**config.mk**
```make
export PLATFORM = sky130hd
export DESIGN_NAME = dmem_arbiter
export DESIGN_NICKNAME = d
export VERILOG_FILES = /design/src/rtl/dmem_arbiter.sv
export SDC_FILE = /design/constraint.sdc
export NUM_CORES = 1
export LEC_CHECK = 0
export BUFFER_PORTS_ARGS = -buffer_cell sky130_fd_sc_hd__buf_2
export CAP_MARGIN = 20
export CORE_MARGIN = 1.5
export CORE_UTILIZATION = 41
export DETAILED_ROUTE_END_ITERATION = 12
export PLACE_DENSITY = 0.77
export SYNTH_ARGS = -nofsm -noshare
export SYNTH_HDL_FRONTEND = slang
export SYNTH_SLANG_ARGS = --single-unit
```
**constraint.sdc**
```tcl
create_clock -name CLK -period 4.1 [get_ports CLK]
set_clock_uncertainty 0.15 [all_clocks]
set_input_delay 1.23 -clock CLK [delete_from_list [all_inputs] [get_ports CLK]]
set_output_delay 1.23 -clock CLK [all_outputs]
set_load 0.005 [all_outputs]
```
**src/rtl/dmem_arbiter.sv**
```systemverilog
// rtl/dmem_arbiter.sv - two-port arbiter sharing the single-port data memory
// Port 0 is the CPU load/store stage, port 1 the DMA/debug loader.
module dmem_arbiter #(
  parameter int DMEM_SIZE  = 1024,
  parameter int AW         = 10,
  parameter bit FIXED_PRIO = 1'b0
) (
  input  logic          CLK,
  input  logic          RST,
  input  logic          req0,
  input  logic          we0,
  input  logic [31:0]   addr0,
  input  logic [31:0]   wdata0,
  output logic          gnt0,
  output logic          rvalid0,
  output logic [31:0]   rdata0,
  input  logic          req1,
  input  logic          we1,
  input  logic [31:0]   addr1,
  input  logic [31:0]   wdata1,
  output logic          gnt1,
  output logic          rvalid1,
  output logic [31:0]   rdata1,
  output logic          mem_en,
  output logic          mem_we,
  output logic [AW-1:0] mem_adr,
  output logic [31:0]   mem_wdata,
  input  logic [31:0]   mem_rdata
);

  typedef enum logic [1:0] {IDLE = 2'd0, ISSUE = 2'd1, WAIT = 2'd2} state_t;

  localparam logic [AW-1:0] ADR_MASK = AW'(DMEM_SIZE - 1);

  state_t        state, state_nxt;
  logic          owner;
  logic          last;
  logic          pick;
  logic          lat_we;
  logic [AW-1:0] lat_adr;
  logic [31:0]   lat_wdata;
  logic          unused_addr_hi;

  // Upper address bits wrap silently into the memory depth.
  assign unused_addr_hi = ^{addr0[31:AW], addr1[31:AW]};

  always_comb begin
    pick = 1'b0;
    if (req0 && req1) pick = FIXED_PRIO ? 1'b0 : !last;
    else if (req1)    pick = 1'b1;
  end

  always_ff @(posedge CLK or posedge RST) begin
    if (RST) begin
      state     <= IDLE;
      owner     <= 1'b0;
      last      <= 1'b1;
      lat_we    <= 1'b0;
      lat_adr   <= '0;
      lat_wdata <= '0;
    end else begin
      state <= state_nxt;
      if (state == IDLE && (req0 || req1)) begin
        owner     <= pick;
        last      <= pick;
        lat_we    <= pick ? we1 : we0;
        lat_adr   <= (pick ? addr1[AW-1:0] : addr0[AW-1:0]) & ADR_MASK;
        lat_wdata <= pick ? wdata1 : wdata0;
      end
    end
  end

  always_comb begin
    state_nxt = state;
    case (state)
      IDLE:    if (req0 || req1) state_nxt = ISSUE;
      ISSUE:   state_nxt = lat_we ? IDLE : WAIT;
      WAIT:    state_nxt = IDLE;
      default: state_nxt = IDLE;
    endcase
  end

  always_comb begin
    gnt0      = 1'b0;
    gnt1      = 1'b0;
    mem_en    = 1'b0;
    mem_we    = 1'b0;
    mem_adr   = '0;
    mem_wdata = '0;
    if (state == ISSUE) begin
      gnt0      = !owner;
      gnt1      = owner;
      mem_en    = 1'b1;
      mem_we    = lat_we;
      mem_adr   = lat_adr;
      mem_wdata = lat_wdata;
    end
  end

  // Read data is captured in WAIT and presented with a one-cycle rvalid pulse.
  always_ff @(posedge CLK or posedge RST) begin
    if (RST) begin
      rvalid0 <= 1'b0;
      rvalid1 <= 1'b0;
      rdata0  <= '0;
      rdata1  <= '0;
    end else begin
      rvalid0 <= (state == WAIT) && !owner;
      rvalid1 <= (state == WAIT) && owner;
      if (state == WAIT && !owner) rdata0 <= mem_rdata;
      if (state == WAIT && owner)  rdata1 <= mem_rdata;
    end
  end

endmodule

```
==> results.yml, run 1 <==
status:
  status: "finished clean"
die:
  die_area_mm2: 0.0137
  coreArea_mm2: 0.0127
  initial_utilization_pct: 42.2
  io_pins: 278
  num_rows: 41
  dieWidth_um: 117
  die_y_um: 117
setup_path:
  cp_max_fo: 31
  end_kind: "output pin"
  cp.arrival_ns: 2.01
  worst_ep_required_time_ns: 2.72
  startpoint_type: "flip-flop"
  crit_type: "flip-flop to output pin"
route:
  drt_iter0_markers: 153
  via_count: 3581
  wire_per_inst_um: 15.2
  route.detailed.drc: 0
  ant_nets: 0
  wl_um: 11600
  via_per_inst: 4.67
  dr.pass1.iters: 4
power_and_ir_drop:
  powerDensity_mw_per_mm2: 795
  power.share.sequential_pct: 34.4
  switchingPower_mw: 1.67
  internal_power_mw: 4.14
  ir_worst_vdd_v: 0.000328
  p_comb_share_pct: 38.2
  clockPowerShare_pct: 27.4
  p_leak_nw: 3.78
  finalPower_mw: 5.81
  swShare_pct: 28.7
place:
  place_area_mm2: 0.00666
  hpwlAfterDp_um: 8460
  placed_cells: 734
  port_buffers: 233
  gp_congestion: 0.752
timing:
  fmax_ghz: 0.295
  setup_violations: 0
  finalCritPeriodShare_pct: 82.6
  rsz0062_at_grt: "false"
  finalHoldViolCount: 0
  slew_viol_final: 0
  min_period_ns: 3.39
  tns_ns: 0
  max-slew-margin-rel_pct: 49.0
  tightestPinTransition_ns: 0.765
clocking:
  cts_sinks: 113
  insertion_delay_ns: 0.40
  cts_buffers: 17
  clk_pin_slew_ns: 0.05
  cts_resized: 0
  cts_hold_buf: 0
  cts_buffer_depth: 2
  ctsHtreeMaxLevel: 4
  post-cts-setup-buffer-count: 0
  clock-root-buffer: "clkbuf_16"
  tritoncts: "yes"
cells_and_area:
  fin_util_pct: 57.7
  syn_to_final_growth_pct: 36.8
  nets: 747
  fillCellCount: 1023
  finalNonFillerCells: 766
  final_area_mm2: 0.00731
  antenna_cells_inserted: 0
  drive_above_1_share_pct: 71.9
global_route:
  gr-usage-all-layers_pct: 17.2
  antenna_found_initial: 0
  grt_max_degree: 45
  grt_pass1_wl_um: 17800
  grt_pass1_vias: 3633
  overflow: 0
logic_synthesis:
  netlist.area_leader.share_pct: 52.4
  postSynth.asyncResetShare_pct: 100
  synth_most_common_cell: "dfrtp_1"
  yosys_warnings: 0
  synth_flop_cell: "dfrtp_1"
  synth_commonest_cells: "dfrtp_1, mux2_4, mux2_2"
  syn_nets: 508
  syn_avg_cell_area_um2: 15.6
  ys_seq_elements: 113
  synth_edf_count: 0
  synth_area_leaders: "dfrtp_1, mux2_4, mux2_2"
  ys_types: 20
  synth-seq-area-share_pct: 52.9
  netlist_area_mm2: 0.00535
  syn-instance-count: 342
  synth_area_leader_cell: "dfrtp_1"
hold_path:
  hp-class: "flip-flop to flip-flop"
flow_run:
  cap_viol_max_count: 0
per-stage QoR:
stage          setup WS (ns)  hold slack, ns
6_report               0.715           0.318
3_3_place_gp           0.989           0.327
2_1_floorplan           1.35           0.267
4_1_cts                0.647           0.319
5_1_grt                0.501           0.355
3_5_place_dp           0.958           0.310
worst paths after layout:
check | end | startpoint | slack [ns] | cells after the start
worst min register to register | state[1] | lat_we | 0.32 | 1
worst min-delay path | state[1] | lat_we | 0.32 | 1
min in group asynchronous | rdata1[23] | RST | 0.75 | 2
worst max register to register | lat_adr[6] | state[0] | 1.81 | 4
worst max-delay path | mem_adr[8] | state[1] | 0.71 | 5
max in group asynchronous | rdata0[7] | RST | 2.12 | 3
worst max-delay path, stage by stage (launching register included):
cell and delay, ns:
dfrtp_1 0.42, nand2b_1 0.21, inv_1 0.29, buf_4 0.34, and2_1 0.21, buf_2 0.12
power by group through the flow:
stage          clock (mW)  combinational, mW  sequential, mW
6_report             1.59               2.22            2.00
5_1_grt              1.68               2.44            2.08
4_1_cts              1.63               2.26            2.00
3_5_place_dp            0               2.26            2.01
3_3_place_gp            0               2.20            1.97
2_1_floorplan           0               1.44            1.97
cells in the final DEF (no fill, tap or decap):
| cell type | instances |
|---|---|
| o32ai_1 | 1 |
| dfstp_2 | 1 |
| inv_6 | 1 |
| clkinv_2 | 1 |
| buf_2 | 233 |
| bufinv_16 | 4 |
| inv_1 | 3 |
| and2_1 | 43 |
| clkbuf_8 | 4 |
| nor3b_4 | 1 |
| a21oi_1 | 1 |
| nand2b_1 | 1 |
| clkinvlp_4 | 3 |
| clkbuf_16 | 17 |
| buf_4 | 4 |
| nand3b_1 | 1 |
| buf_12 | 3 |
| a31oi_1 | 1 |
| mux2_4 | 78 |
| nor2_1 | 4 |
| clkinv_4 | 3 |
| mux2_2 | 72 |
| a21bo_2 | 1 |
| o21a_2 | 1 |
| dfrtp_1 | 112 |
cell families (layout without fill, tap and decap cells):
group           after synthesis  after routing  share of synthesized area, %
buf+inv                      24            276                          3.49
compound gates                5              5                         0.702
flops                       113            113                          52.9
mux                         150            150                          37.1
simple gates                 50             50                          5.81
metal layers:
layer	up-vias	wire, um	track usage [%]
met4	0	211	7.55
met1	1720	4780	19.6
met2	174	5720	29.5
met5	-	0	0
li1	1668	-	-
met3	19	927	5.66
flip-flops by register name, indices dropped and copies added (netlist names):
register and flops:
last 1, lat_adr 10, lat_wdata 32, lat_we 1, owner 1, rdata0 32
rdata1 32, rvalid0 1, rvalid1 1, state 2
final cells by class:
cell class	instances	area [um^2]	area share (%)
Sequential cell	113	2830	38.7
Multi-Input combinational cell	205	2340	32.0
Timing Repair Buffer	240	1260	17.2
Clock buffer	21	480	6.57
Tap cell	172	215	2.94
Clock inverter	11	175	2.40
Inverter	4	18.8	0.257
(Power assumes the default switching activity.)
==> run 2, diff against run 1 <==
==> constraint.sdc (replaced) <==
create_clock -name CLK -period 2.99 [get_ports CLK]
set_clock_uncertainty 0.15 [all_clocks]
set_input_delay 0.897 -clock CLK [delete_from_list [all_inputs] [get_ports CLK]]
set_output_delay 0.897 -clock CLK [all_outputs]
set_load 0.005 [all_outputs]
==> run 2 against run 1 <==
Compared with the run above: first-iteration DRC count down 6.5%; critical path depth unchanged; cell area down 0.65%; power up 35%; routed wire length down 0.11%; worst hold slack worse by 0.0045 ns; highest routed layer unchanged; clock power up 30%; die area unchanged; non-clock buffer count unchanged; critical path type unchanged; utilization down 0.38 points; via count up 0.20%; sequential power up 36%.
==> results.yml, run 2 (same netlist as run 1, synthesis figures left out) <==
status:
  status: "finished clean"
place:
  dp_worst_setup_slack_ns: 0.523
  placed_cells: 734
  gp_congestion: 0.753
  hpwlAfterDp_um: 8120
  port_buffers: 233
global_route:
  overflow: 0
  gr-usage-all-layers_pct: 17.1
  grt_pass1_vias: 3588
  grt_pass1_wl_um: 17500
  antenna_found_initial: 0
  grt_max_degree: 114
route:
  dr.pass1.iters: 4
  wl_um: 11600
  drt_iter0_markers: 143
  wire_per_inst_um: 15.2
  via_count: 3588
  route.detailed.drc: 0
  ant_nets: 0
  via_per_inst: 4.68
setup_path:
  r2r_cells: 3
  cp.arrival_ns: 1.77
  startpoint_type: "flip-flop"
  worst_ep_required_time_ns: 1.94
  cp-startpoint: "state[1]"
  end_kind: "output pin"
  cp_max_fo: 31
  reg2reg_setup_slack_ns: 0.82
  rr_startpoint: "state[0]"
  crit_type: "flip-flop to output pin"
cells_and_area:
  fillCellCount: 1014
  nets: 747
  antenna_cells_inserted: 0
  top_regs: "lat_wdata: 32 flops, rdata0: 32 flops, rdata1: 32 flops"
  multi_input_area_mm2: 0.00234
  finalNonFillerCells: 766
  mostFrequentLayoutCell: "buf_2"
  final_cell_mix: "buf_2, dfrtp_1, mux2_4"
  syn_to_final_growth_pct: 35.9
  drive_above_1_share_pct: 71.9
  seq_area_mm2: 0.00283
timing:
  finalCritPeriodShare_pct: 94.1
  finalHoldViolCount: 0
  rsz0062_at_grt: "false"
  slew_viol_final: 0
  tns_ns: 0
  setup_violations: 0
  setup_slack_ns: 0.177
  whs_ns: 0.313
  min_period_ns: 2.81
  tightestPinTransition_ns: 0.838
  fmax_ghz: 0.356
  max-slew-margin-rel_pct: 44.0
hold_path:
  hp-start: "lat_we"
  hp-class: "flip-flop to flip-flop"
  whs_path_depth: 1
die:
  die_area_mm2: 0.0137
  io_pins: 278
  num_rows: 41
  dieWidth_um: 117
  coreArea_mm2: 0.0127
  die_y_um: 117
  initial_utilization_pct: 42.2
power_and_ir_drop:
  p_leak_nw: 3.76
  powerDensity_mw_per_mm2: 1080
  finalPower_mw: 7.84
  ir_worst_vdd_v: 0.000425
clocking:
  insertion_delay_ns: 0.41
  clock-root-buffer: "clkbuf_16"
  post-cts-setup-buffer-count: 0
  ctsHtreeMaxLevel: 4
  clk_pin_slew_ns: 0.05
  cts_hold_buf: 0
  cts_buffers: 17
  cts_resized: 0
  cts_buffer_depth: 2
  cts_sinks: 113
  tritoncts: "yes"
flow_run:
  cap_viol_max_count: 0
-- run 2: cell count changes in the layout (fill, tap and decap cells not counted), sizes merged --
cell | previous run | this run
bufinv | 4 | 3
clkbuf | 21 | 17
clkinv | 4 | 5
clkinvlp | 3 | 4
inv | 4 | 7
-- run 2: per-layer routing --
metal,track usage (%),share of wire [%],vias up
li1,-,-,1681
met1,19.3,41,1715
met2,28.9,49,177
met3,6.90,9.2,15
met4,6.83,1.5,0
met5,0,0,-
-- run 2: area by class of cell --
class	count	share of cell area (%)
flip-flops and latches	113	38.9
clock buffers	17	5.86
multi-input cells	205	32.2
clock inverters	15	2.51
inverters	4	0.258
repair buffers	240	17.3
well taps	172	2.96
-- run 2: final timing paths --
| check | to |
|---|---|
| max | mem_wdata[17] |
| min | state[1] |
| max in group asynchronous | rdata1[0] |
| min in group asynchronous | rdata1[24] |
| max reg2reg | rdata1[31] |
| min reg2reg | state[1] |
-- run 2: stage by stage --
stage,cell area [um^2],util (%)
2_1_floorplan,5350,-
3_3_place_gp,6660,52.5
3_5_place_dp,6660,52.5
4_1_cts,7260,57.3
5_1_grt,7260,57.3
6_report,7260,57.3
-- run 2: power by group --
part	switching, mW	internal [mW]	total (mW)	leakage [nW]
clock network	0.745	1.32	2.06	0.292
registers	0.406	2.32	2.73	1.33
logic	1.17	1.87	3.05	2.13
total	2.32	5.52	7.84	3.76
-- run 2: worst max-delay path: stages, from the launching register on --
cell and delay [ns]:
dfrtp_1 0.42, nand2b_1 0.22, inv_1 0.10, buf_4 0.27, and2_1 0.21, buf_2 0.12
